[config.mk]
export PLATFORM = sky130hd
export DESIGN_NAME = fb_write_scheduler
export DESIGN_NICKNAME = d
export VERILOG_FILES = /design/src/rtl/fb_write_scheduler_pkg.sv /design/src/rtl/fb_clear_scanner.sv /design/src/rtl/fb_write_scheduler.sv
export SDC_FILE = /design/constraint.sdc
export NUM_CORES = 1
export LEC_CHECK = 0
export BUFFER_PORTS_ARGS = -buffer_cell sky130_fd_sc_hd__buf_4
export CAP_MARGIN = 0
export CORE_ASPECT_RATIO = 1.2
export CORE_MARGIN = 3
export CORE_UTILIZATION = 48
export DETAILED_ROUTE_END_ITERATION = 8
export PLACE_DENSITY = 0.78
export REMOVE_ABC_BUFFERS = 1
export SLEW_MARGIN = 5
export SYNTH_ARGS = -nofsm -noshare
export SYNTH_HDL_FRONTEND = slang
export SYNTH_HIERARCHICAL = 1
export SYNTH_SLANG_ARGS = --single-unit
[constraint.sdc]
create_clock -name clock -period 7.06 [get_ports clock]
set_input_delay 0 -clock clock [delete_from_list [all_inputs] [get_ports clock]]
set_output_delay 0 -clock clock [all_outputs]
set_load 0.02 [all_outputs]
[src/rtl/fb_write_scheduler_pkg.sv]
// Shared types and defaults for the frame-buffer write scheduler.
// Holds the FSM state encoding, the requester ids used by the
// round-robin pointer, and the default frame geometry.
package fb_write_scheduler_pkg;

  localparam int COORD_W_DEF = 11;
  localparam int W_RES_DEF   = 640;
  localparam int H_RES_DEF   = 480;

  typedef enum logic {
    ST_IDLE  = 1'b0,
    ST_CLEAR = 1'b1
  } state_t;

  typedef enum logic {
    REQ_A = 1'b0,
    REQ_B = 1'b1
  } req_t;

endpackage

[src/rtl/fb_clear_scanner.sv]
// Raster scanner for the full-frame clear.
// x/y is the pixel to be written in the current clear cycle.
// start : the origin (0,0) is being written now; advance past it.
// step  : the current pixel is being written; advance (x fastest,
//         wrapping W_RES-1 -> 0 and bumping y; wraps to origin at the end).
// last  : current pixel is (W_RES-1, H_RES-1).
// Ports: clock, reset (sync, active-high), start, step, x, y, last.
module fb_clear_scanner
  import fb_write_scheduler_pkg::*;
#(
  parameter int W_RES   = W_RES_DEF,
  parameter int H_RES   = H_RES_DEF,
  parameter int COORD_W = COORD_W_DEF
) (
  input  logic               clock,
  input  logic               reset,
  input  logic               start,
  input  logic               step,
  output logic [COORD_W-1:0] x,
  output logic [COORD_W-1:0] y,
  output logic               last
);

  localparam logic [COORD_W-1:0] X_MAX = COORD_W'(W_RES - 1);
  localparam logic [COORD_W-1:0] Y_MAX = COORD_W'(H_RES - 1);

  logic [COORD_W-1:0] base_x, base_y, nxt_x, nxt_y;

  always_comb begin
    base_x = start ? '0 : x;
    base_y = start ? '0 : y;
    if (base_x == X_MAX) begin
      nxt_x = '0;
      nxt_y = (base_y == Y_MAX) ? '0 : base_y + 1'b1;
    end else begin
      nxt_x = base_x + 1'b1;
      nxt_y = base_y;
    end
  end

  always_ff @(posedge clock) begin
    if (reset) begin
      x <= '0;
      y <= '0;
    end else if (start || step) begin
      x <= nxt_x;
      y <= nxt_y;
    end
  end

  assign last = (x == X_MAX) && (y == Y_MAX);

endmodule

[src/rtl/fb_write_scheduler.sv]
// Owner of the single shared write port into the R/G/B frame buffers.
// Sequences full-frame clears and arbitrates (round-robin) between two
// pixel requesters A and B; at most one pixel write per cycle.
// Ports:
//   clock, reset                : clock, synchronous active-high reset
//   clear_start                 : 1-cycle pulse starting a full-frame clear
//   clear_busy, clear_done      : clear write in progress / last clear write
//   a_* / b_*                   : valid/ready requesters with x, y, r, g, b
//   wr_en, wr_x, wr_y, wr_r/g/b : registered buffer write port
//   drop                        : accepted pixel was out of range, not written
module fb_write_scheduler
  import fb_write_scheduler_pkg::*;
#(
  parameter int         W_RES   = W_RES_DEF,
  parameter int         H_RES   = H_RES_DEF,
  parameter int         COORD_W = COORD_W_DEF,
  parameter logic [7:0] CLR_R   = 8'd0,
  parameter logic [7:0] CLR_G   = 8'd0,
  parameter logic [7:0] CLR_B   = 8'd0
) (
  input  logic               clock,
  input  logic               reset,
  input  logic               clear_start,
  output logic               clear_busy,
  output logic               clear_done,
  input  logic               a_valid,
  output logic               a_ready,
  input  logic [COORD_W-1:0] a_x,
  input  logic [COORD_W-1:0] a_y,
  input  logic [7:0]         a_r,
  input  logic [7:0]         a_g,
  input  logic [7:0]         a_b,
  input  logic               b_valid,
  output logic               b_ready,
  input  logic [COORD_W-1:0] b_x,
  input  logic [COORD_W-1:0] b_y,
  input  logic [7:0]         b_r,
  input  logic [7:0]         b_g,
  input  logic [7:0]         b_b,
  output logic               wr_en,
  output logic [COORD_W-1:0] wr_x,
  output logic [COORD_W-1:0] wr_y,
  output logic [7:0]         wr_r,
  output logic [7:0]         wr_g,
  output logic [7:0]         wr_b,
  output logic               drop
);

  localparam logic [COORD_W-1:0] X_MAX     = COORD_W'(W_RES - 1);
  localparam logic [COORD_W-1:0] Y_MAX     = COORD_W'(H_RES - 1);
  localparam bit                 ONE_PIXEL = (W_RES == 1) && (H_RES == 1);

  state_t             state, state_nxt;
  req_t               prio;
  logic               scan_start, scan_step, scan_last;
  logic [COORD_W-1:0] scan_x, scan_y;
  logic               clr_wr, clr_last;
  logic [COORD_W-1:0] clr_x, clr_y;
  logic               port_free, accept, in_range;
  logic [COORD_W-1:0] sel_x, sel_y;
  logic [7:0]         sel_r, sel_g, sel_b;

  fb_clear_scanner #(
    .W_RES  (W_RES),
    .H_RES  (H_RES),
    .COORD_W(COORD_W)
  ) u_scanner (
    .clock(clock),
    .reset(reset),
    .start(scan_start),
    .step (scan_step),
    .x    (scan_x),
    .y    (scan_y),
    .last (scan_last)
  );

  // Clear FSM: the origin is issued in the same cycle clear_start is seen,
  // so the first clear pixel appears on the port one cycle later. The cycle
  // that shows the final clear pixel is still busy, so a start there is
  // ignored as well.
  always_comb begin
    state_nxt  = state;
    scan_start = 1'b0;
    scan_step  = 1'b0;
    clr_wr     = 1'b0;
    clr_last   = 1'b0;
    clr_x      = '0;
    clr_y      = '0;
    case (state)
      ST_IDLE: begin
        if (clear_start && !clear_busy) begin
          scan_start = 1'b1;
          clr_wr     = 1'b1;
          clr_last   = ONE_PIXEL;
          state_nxt  = ONE_PIXEL ? ST_IDLE : ST_CLEAR;
        end
      end
      ST_CLEAR: begin
        scan_step = 1'b1;
        clr_wr    = 1'b1;
        clr_x     = scan_x;
        clr_y     = scan_y;
        clr_last  = scan_last;
        if (scan_last) state_nxt = ST_IDLE;
      end
      default: state_nxt = ST_IDLE;
    endcase
  end

  // Round-robin arbiter: prio names the requester served on a tie.
  always_comb begin
    port_free = (state == ST_IDLE) && !clear_busy && !clear_start;
    a_ready   = port_free && a_valid && (!b_valid || prio == REQ_A);
    b_ready   = port_free && b_valid && (!a_valid || prio == REQ_B);
    accept    = a_ready || b_ready;
    sel_x     = b_ready ? b_x : a_x;
    sel_y     = b_ready ? b_y : a_y;
    sel_r     = b_ready ? b_r : a_r;
    sel_g     = b_ready ? b_g : a_g;
    sel_b     = b_ready ? b_b : a_b;
    in_range  = (sel_x <= X_MAX) && (sel_y <= Y_MAX);
  end

  // Output register stage: everything the buffers see is registered here.
  always_ff @(posedge clock) begin
    if (reset) begin
      state      <= ST_IDLE;
      prio       <= REQ_A;
      wr_en      <= 1'b0;
      wr_x       <= '0;
      wr_y       <= '0;
      wr_r       <= '0;
      wr_g       <= '0;
      wr_b       <= '0;
      drop       <= 1'b0;
      clear_busy <= 1'b0;
      clear_done <= 1'b0;
    end else begin
      state      <= state_nxt;
      wr_en      <= 1'b0;
      drop       <= 1'b0;
      clear_busy <= clr_wr;
      clear_done <= clr_wr && clr_last;
      if (clr_wr) begin
        wr_en <= 1'b1;
        wr_x  <= clr_x;
        wr_y  <= clr_y;
        wr_r  <= CLR_R;
        wr_g  <= CLR_G;
        wr_b  <= CLR_B;
      end else if (accept) begin
        prio <= b_ready ? REQ_A : REQ_B;
        if (in_range) begin
          wr_en <= 1'b1;
          wr_x  <= sel_x;
          wr_y  <= sel_y;
          wr_r  <= sel_r;
          wr_g  <= sel_g;
          wr_b  <= sel_b;
        end else begin
          drop <= 1'b1;
        end
      end
    end
  end

endmodule
======== Word level (Yosys, flattened, before mapping) ========
Index checks and enable logic that the tools add are counted.
word-level totals
  flip-flop bits (word level) ............. 74
  latch bits .............................. 0
  memory bits (writable) .................. 0
  ROM bits ................................ 0
  bits of input ports ..................... 97
  output and inout bits ................... 52
  memories ................................ 0
operators by class
  add/subtract/negate cells ............... 2
  multipliers ............................. 0
  div/mod/pow operators ................... 0
  magnitude comparators ................... 2
  eq/ne operators ......................... 4
  shift operators ......................... 0
  mux-type cells .......................... 30
  bitwise gates (word level) .............. 4
  reduce and logical (&&, ||, !) cells .... 25
operators with widths
  cell                                                                                 number
  11-bit two-way mux                                                                   15
  8-bit two-way mux                                                                    3
  11-bit by 1-bit adder with 11-bit output (second input constant)                     2
  11-bit by 10-bit == test with 1-bit output (second input constant)                   2
  11-bit by 9-bit == test with 1-bit output (second input constant)                    2
  11-bit by 10-bit less-or-equal comparator with 1-bit output (second input constant)  1
  11-bit by 9-bit less-or-equal comparator with 1-bit output (second input constant)   1
  1-bit logical AND                                                                    10
  1-bit two-way mux                                                                    9
  1-bit one-hot mux with 2 select lines                                                3
  2-bit AND reduction                                                                  3
  1-bit zero test                                                                      4
  1-bit logical OR                                                                     4
  1-bit inverter                                                                       4
  2-bit nonzero test                                                                   2
  3-bit OR reduction                                                                   1
  2-bit OR reduction                                                                   1

======== Longest topological paths before layout ========
  depth after elaboration ................. 11
  depth in mapped cells ................... 13
  mapped depth without buffers ............ 8

======== Hierarchy ========
Netlist, hierarchy kept.
by module, submodules not included
  module              instances  cells an instance  area an instance (um2)
  fb_write_scheduler  1          416                3333.2
  fb_clear_scanner    1          166                1292.5

======== Worst setup path after synthesis ========
No wires, ideal clock.
  path type ............................... flip-flop to flip-flop
  start point ............................. register state
  end point ............................... register u_scanner.y[7]
  setup time .............................. 0.071 ns
  arrival time ............................ 3.204 ns
  setup slack ............................. 3.785 ns
  cell stages (with the launch flop) ...... 13
  path buffers ............................ 4
  period minus slack after synthesis ...... 3.275 ns
  cells stage by stage .................... dfxtp_1 buf_2 buf_1 buf_1 nor3b_1 buf_1 nor2b_1 ha_1 nand3_1 nor4_4 nand2_2 or4b_1 a21oi_1
between the ends
  word-level cells in the longest chain between the ends .. 5
  elaborated cells between the ends (all ways) .. 10
  classes of those cells .................. 1 x add/sub; 2 x eq/ne; 6 x mux; 1 x reduce/logical
RTL lines
  what                                                                                                          RTL line                   source
  from (decl)                                                                                                   fb_write_scheduler.sv:53   state_t state, state_nxt;
  from (signal assigned)                                                                                        fb_write_scheduler.sv:139  state <= state_nxt;
  1-bit two-way mux (*)                                                                                         fb_write_scheduler.sv:89   case (state)
  net scan_start                                                                                                fb_write_scheduler.sv:55   logic scan_start, scan_step, scan_last;
  11-bit two-way mux                                                                                            fb_clear_scanner.sv:31     base_y = start ? '0 : y;
  11-bit by 1-bit adder with 11-bit output / 11-bit by 9-bit == test with 1-bit output (equally long branches)  fb_clear_scanner.sv:34     nxt_y = (base_y == Y_MAX) ? '0 : base_y + 1'b1;
  11-bit two-way mux                                                                                            fb_clear_scanner.sv:34
  11-bit two-way mux                                                                                            fb_clear_scanner.sv:32     if (base_x == X_MAX) begin
  to (signal assigned)                                                                                          fb_clear_scanner.sv:47     y <= nxt_y;
  to (decl)                                                                                                     fb_clear_scanner.sv:20     output logic [COORD_W-1:0] y,
Mark *: on every way through the listed nets, which the timed path passes. The rest lies on a longest branch.
A chain may end at the register's enable or synchronous reset.

======== Worst setup path after layout ========
  start point ............................. register clear_busy
  end point ............................... register wr_r[3]
between the ends
  word-level cells in the longest chain between the ends .. 9
  elaborated cells between the ends (all ways) .. 19
  classes of those cells .................. 2 x order compare; 5 x mux; 12 x reduce/logical
RTL lines
  what                                                                                                                                              RTL line                                              source
  from (decl)                                                                                                                                       fb_write_scheduler.sv:24                              output logic clear_busy,
  from (signal assigned)                                                                                                                            fb_write_scheduler.sv:142                             clear_busy <= clr_wr;
  1-bit zero test (*)                                                                                                                               fb_write_scheduler.sv:91, fb_write_scheduler.sv:112
  1-bit logical AND (2 in a row)                                                                                                                    fb_write_scheduler.sv:112                             port_free = (state == ST_IDLE) && !clear_busy && !clear_start;
  1-bit logical AND (2 in a row)                                                                                                                    fb_write_scheduler.sv:114                             b_ready = port_free && b_valid && (!a_valid || prio == REQ_B);
  11-bit two-way mux, on equally long branches                                                                                                      fb_write_scheduler.sv:116, fb_write_scheduler.sv:117
  11-bit by 10-bit less-or-equal comparator with 1-bit output / 11-bit by 9-bit less-or-equal comparator with 1-bit output (equally long branches)  fb_write_scheduler.sv:121                             in_range = (sel_x <= X_MAX) && (sel_y <= Y_MAX);
  1-bit logical AND                                                                                                                                 fb_write_scheduler.sv:121
  2-bit AND reduction (no line)                                                                                                                     -
  to (signal assigned)                                                                                                                              fb_write_scheduler.sv:157                             wr_r <= sel_r;
  to (decl)                                                                                                                                         fb_write_scheduler.sv:43                              output logic [7:0] wr_r,
Every way passes the cells marked *; elsewhere a longest branch is shown, timed or not.

==> impl_metrics.csv <==
group,metric,value,unit
placed_design,place_area,0.00565,mm2
logic_synthesis,async_flop_share,0,%
sta,max_freq,0.254,GHz
power_and_ir_drop,power_frac_clock,29.5,%
global_route,grt_overflow_total,0,
final_layout,fin_util,68.3,%
logic_synthesis,synth_cells,582,
logic_synthesis,yosys.area.top_type_share,32.0,%
logic_synthesis,ys_ff_latch,74,
global_route,first_global_vias,5164,
route,ant_nets,0,
power_and_ir_drop,switching_share,31.8,%
cts,h-tree-depth,3,
power_and_ir_drop,internal_power,0.685,mW
die,die_w,95.6,um
global_route,grt_max_degree,64,
critical_path,cpPeakStageDelay,0.89,ns
critical_path,crit_fanout,51,
critical_path,rrSetupSlack,3.12,ns
power_and_ir_drop,power_frac_comb,25.9,%
hold_path,min_to,"u_scanner/y[2]",
logic_synthesis,yosys_warnings,6,
route,drc_errors,0,
sta,final-hold-violation-count,0,
final_layout,drive_gt1_share,25.2,%
final_layout,n_fill_cell,749,
cts,cts_setup_buffers,0,
sta,worst_pin_slew,1.18,ns
logic_synthesis,synth_edf_count,0,
die,fp.coreArea,0.00922,mm2
final_layout,antennaDiodeCount,0,
placed_design,hpwlAfterDp,10000,um
sta,finalCritPeriodShare,55.8,%
final_layout,fin_nets,828,
die,rows,38,
cts,clkLatencyLatePin,0.35,ns
sta,fin_crit,3.94,ns
global_route,grtUsageTotal,29.1,%
power_and_ir_drop,peakVddDrop,0.0841,mV
die,start_util,50.1,%
logic_synthesis,syn_avg_cell_area,7.95,um2
critical_path,endpoint_kind,"flop",
final_layout,final_cell_mix,"buf_4 (155), nand2_1 (88), dfxtp_1 (73)",
die,ios,149,
critical_path,ff2ff_path_depth,6,
global_route,grt_pass1_wl,25600,um
power_and_ir_drop,power_frac_seq,44.6,%
critical_path,cp-start-kind,"flop",
final_layout,final_common_cell,"buf_4",
cts,cts_made_buffers,9,
sta,clock_skew,0.00828,ns
final_layout,final_cell_area,0.00630,mm2
route,vias,5452,
cts,root_buffer,"clkbuf_8",
sta,rsz0062_at_grt,"false",
critical_path,worstPathCellList,"nor3_4 > nand3_4 > inv_2 > nand2_1 > a311oi_1 > dlygate4sd3_1",
cts,cts_tree,"done",
logic_synthesis,ys_seq_area_share,32.0,%
route,wirelength,16200,um
logic_synthesis,netlist_top_cells_area,"dfxtp_1 (32%), a311oi_1 (8.9%), nand2_1 (7.1%), o221a_1 (4.6%), a221oi_1 (4.5%)",
critical_path,critPathRequiredTime,7.35,ns
route,routedWlPerCell,19.0,um
route,first_pass_iters,6,
placed_design,io_buffer_count,148,
logic_synthesis,synth_area,0.00463,mm2
critical_path,crit_path_top_delay_cell,"inv_2",
sta,fin_tns_setup,0,ns
die,die-area,0.0109,mm2
global_route,antenna_found_initial,0,
power_and_ir_drop,p_switching,0.320,mW
die,die_h,114,um
power_and_ir_drop,leakage,2.50,nW
sta,finalSetupViolations,0,
critical_path,cp.arrival,4.23,ns
sta,slew_violations,0,
critical_path,r2r_start,"clear_busy",
hold_path,holdPathStages,2,
critical_path,critPathTopFamily,"simple AND/OR/NAND/NOR gates",
route,drt_iter0_drc,380,
logic_synthesis,yosys.area.top_type,"dfxtp_1",
route,vias_per_cell,6.38,
cts,cts_sinks,74,
hold_path,worstHoldStart,"reset",
critical_path,criticalPathCategory,"flop to flop",
logic_synthesis,ys.flop_type,"dfxtp_1",
critical_path,crit_buf_inv,2,
sta,worst_slack,3.12,ns
sta,slew_headroom,21.4,%
cts,clk_pin_slew,0.08,ns
placed_design,dp_slack,3.74,ns
placed_design,gp_congestion,0.906,
hold_path,hold_path.class,"primary input to flop",
cts,clockBufferDepth,2,
status,outcome,"completed",
cts,post_cts_resized,0,
job,drv_cap,0,
logic_synthesis,synth_cell_types,52,
critical_path,reg2reg_to,"wr_r[3]",
power_and_ir_drop,power.density,160,mW/mm2
final_layout,syn2layout_area_growth,36.2,%
[stage by stage]
step,power [mW],cells,hold WS [ns]
CTS,1.01,854,0.0737
global route,1.05,854,0.0968
floorplan,0.582,515,0.0691
global placement,0.695,790,0.289
detailed placement,0.700,790,0.298
finish,1.01,854,0.0942
[worst max path at each step]
stage                    start              to  slack (ns)  cells past startpoint
global placement         state  u_scanner/y[7]        3.83                     10
detailed placement       state  u_scanner/y[7]        3.74                     10
CTS                 clear_busy         wr_b[4]        3.39                      6
floorplan                state         wr_b[0]        3.28                      4
global route        clear_busy         wr_r[3]        2.94                      6
finish              clear_busy         wr_r[3]        3.12                      6
[power groups by stage]
stage	clock [mW]	combinational, mW	sequential [mW]
2_1_floorplan	0	0.104	0.478
3_3_place_gp	0	0.238	0.458
3_5_place_dp	0	0.242	0.457
4_1_cts	0.302	0.255	0.448
5_1_grt	0.320	0.281	0.450
6_report	0.297	0.260	0.448
[cells by family (layout without fill, tap and decap cells)]
logic type,count (synthesis),in the layout,synth area share [%]
simple gates,206,206,24.3
compound gates,198,198,32.9
buf+inv,94,246,8.60
flops,74,74,32.0
xor+xnor,5,5,0.947
mux,3,3,0.649
fa+ha+maj,2,2,0.541
[worst register-to-register path, delay by kind of cell, from the launching register on]
kind | cells | cell delay (ns)
and+or+nand+nor | 3 | 1.61
buffers and inverters | 2 | 1.53
AOI/OAI and AO/OA | 1 | 0.40
DFF | 1 | 0.37
[routing by layer]
| metal | global-route usage, % | up-vias | part of all wire, % |
|---|---|---|---|
| met5 | 0 | - | 0 |
| met4 | 9.96 | 0 | 2.1 |
| met3 | 6.27 | 37 | 9.4 |
| met2 | 48.2 | 304 | 48 |
| met1 | 37.2 | 2577 | 41 |
| li1 | - | 2534 | - |
[cells in the mapped netlist, types with 3 or more instances]
cell / count
a211oi_1: 23
a21oi_1: 14
a221oi_1: 24
a311oi_1: 47
a31oi_1: 26
and2_1: 5
and3_1: 5
and4_1: 23
buf_1: 5
buf_2: 15
buf_6: 3
clkbuf_1: 43
dfxtp_1: 74
inv_1: 24
mux2i_1: 3
nand2_1: 88
nand2b_1: 4
nand3_1: 12
nand3b_1: 5
nand4_1: 8
nor2_1: 24
nor2b_1: 9
nor3_1: 3
nor3b_1: 3
nor4_1: 3
o21ai_0: 32
o221a_1: 19
o221a_2: 3
or3_1: 3
xnor2_1: 3
[timing repair]
action                                  4_1_cts  5_1_grt
endpoints found under the hold margin        24        0
hold buffers                                 48        0
endpoints found under the setup margin        0        0
[registers in the layout, summed over array words and instances (netlist names), 8 cells and up]
register and cells:
u_scanner/y 11, u_scanner/x 11, wr_g 8, wr_b 8, wr_x 11, wr_r 8, wr_y 11
[final cells by class]
cell class,instances,area (um2),area share [%]
multi-input cells,414,2750,43.7
repair buffers,203,1640,26.1
flip-flops and latches,74,1480,23.5
well taps,120,150,2.38
clock buffers,11,141,2.24
inverters,27,101,1.61
clock inverters,5,30.0,0.476
(Power assumes the default switching activity.)
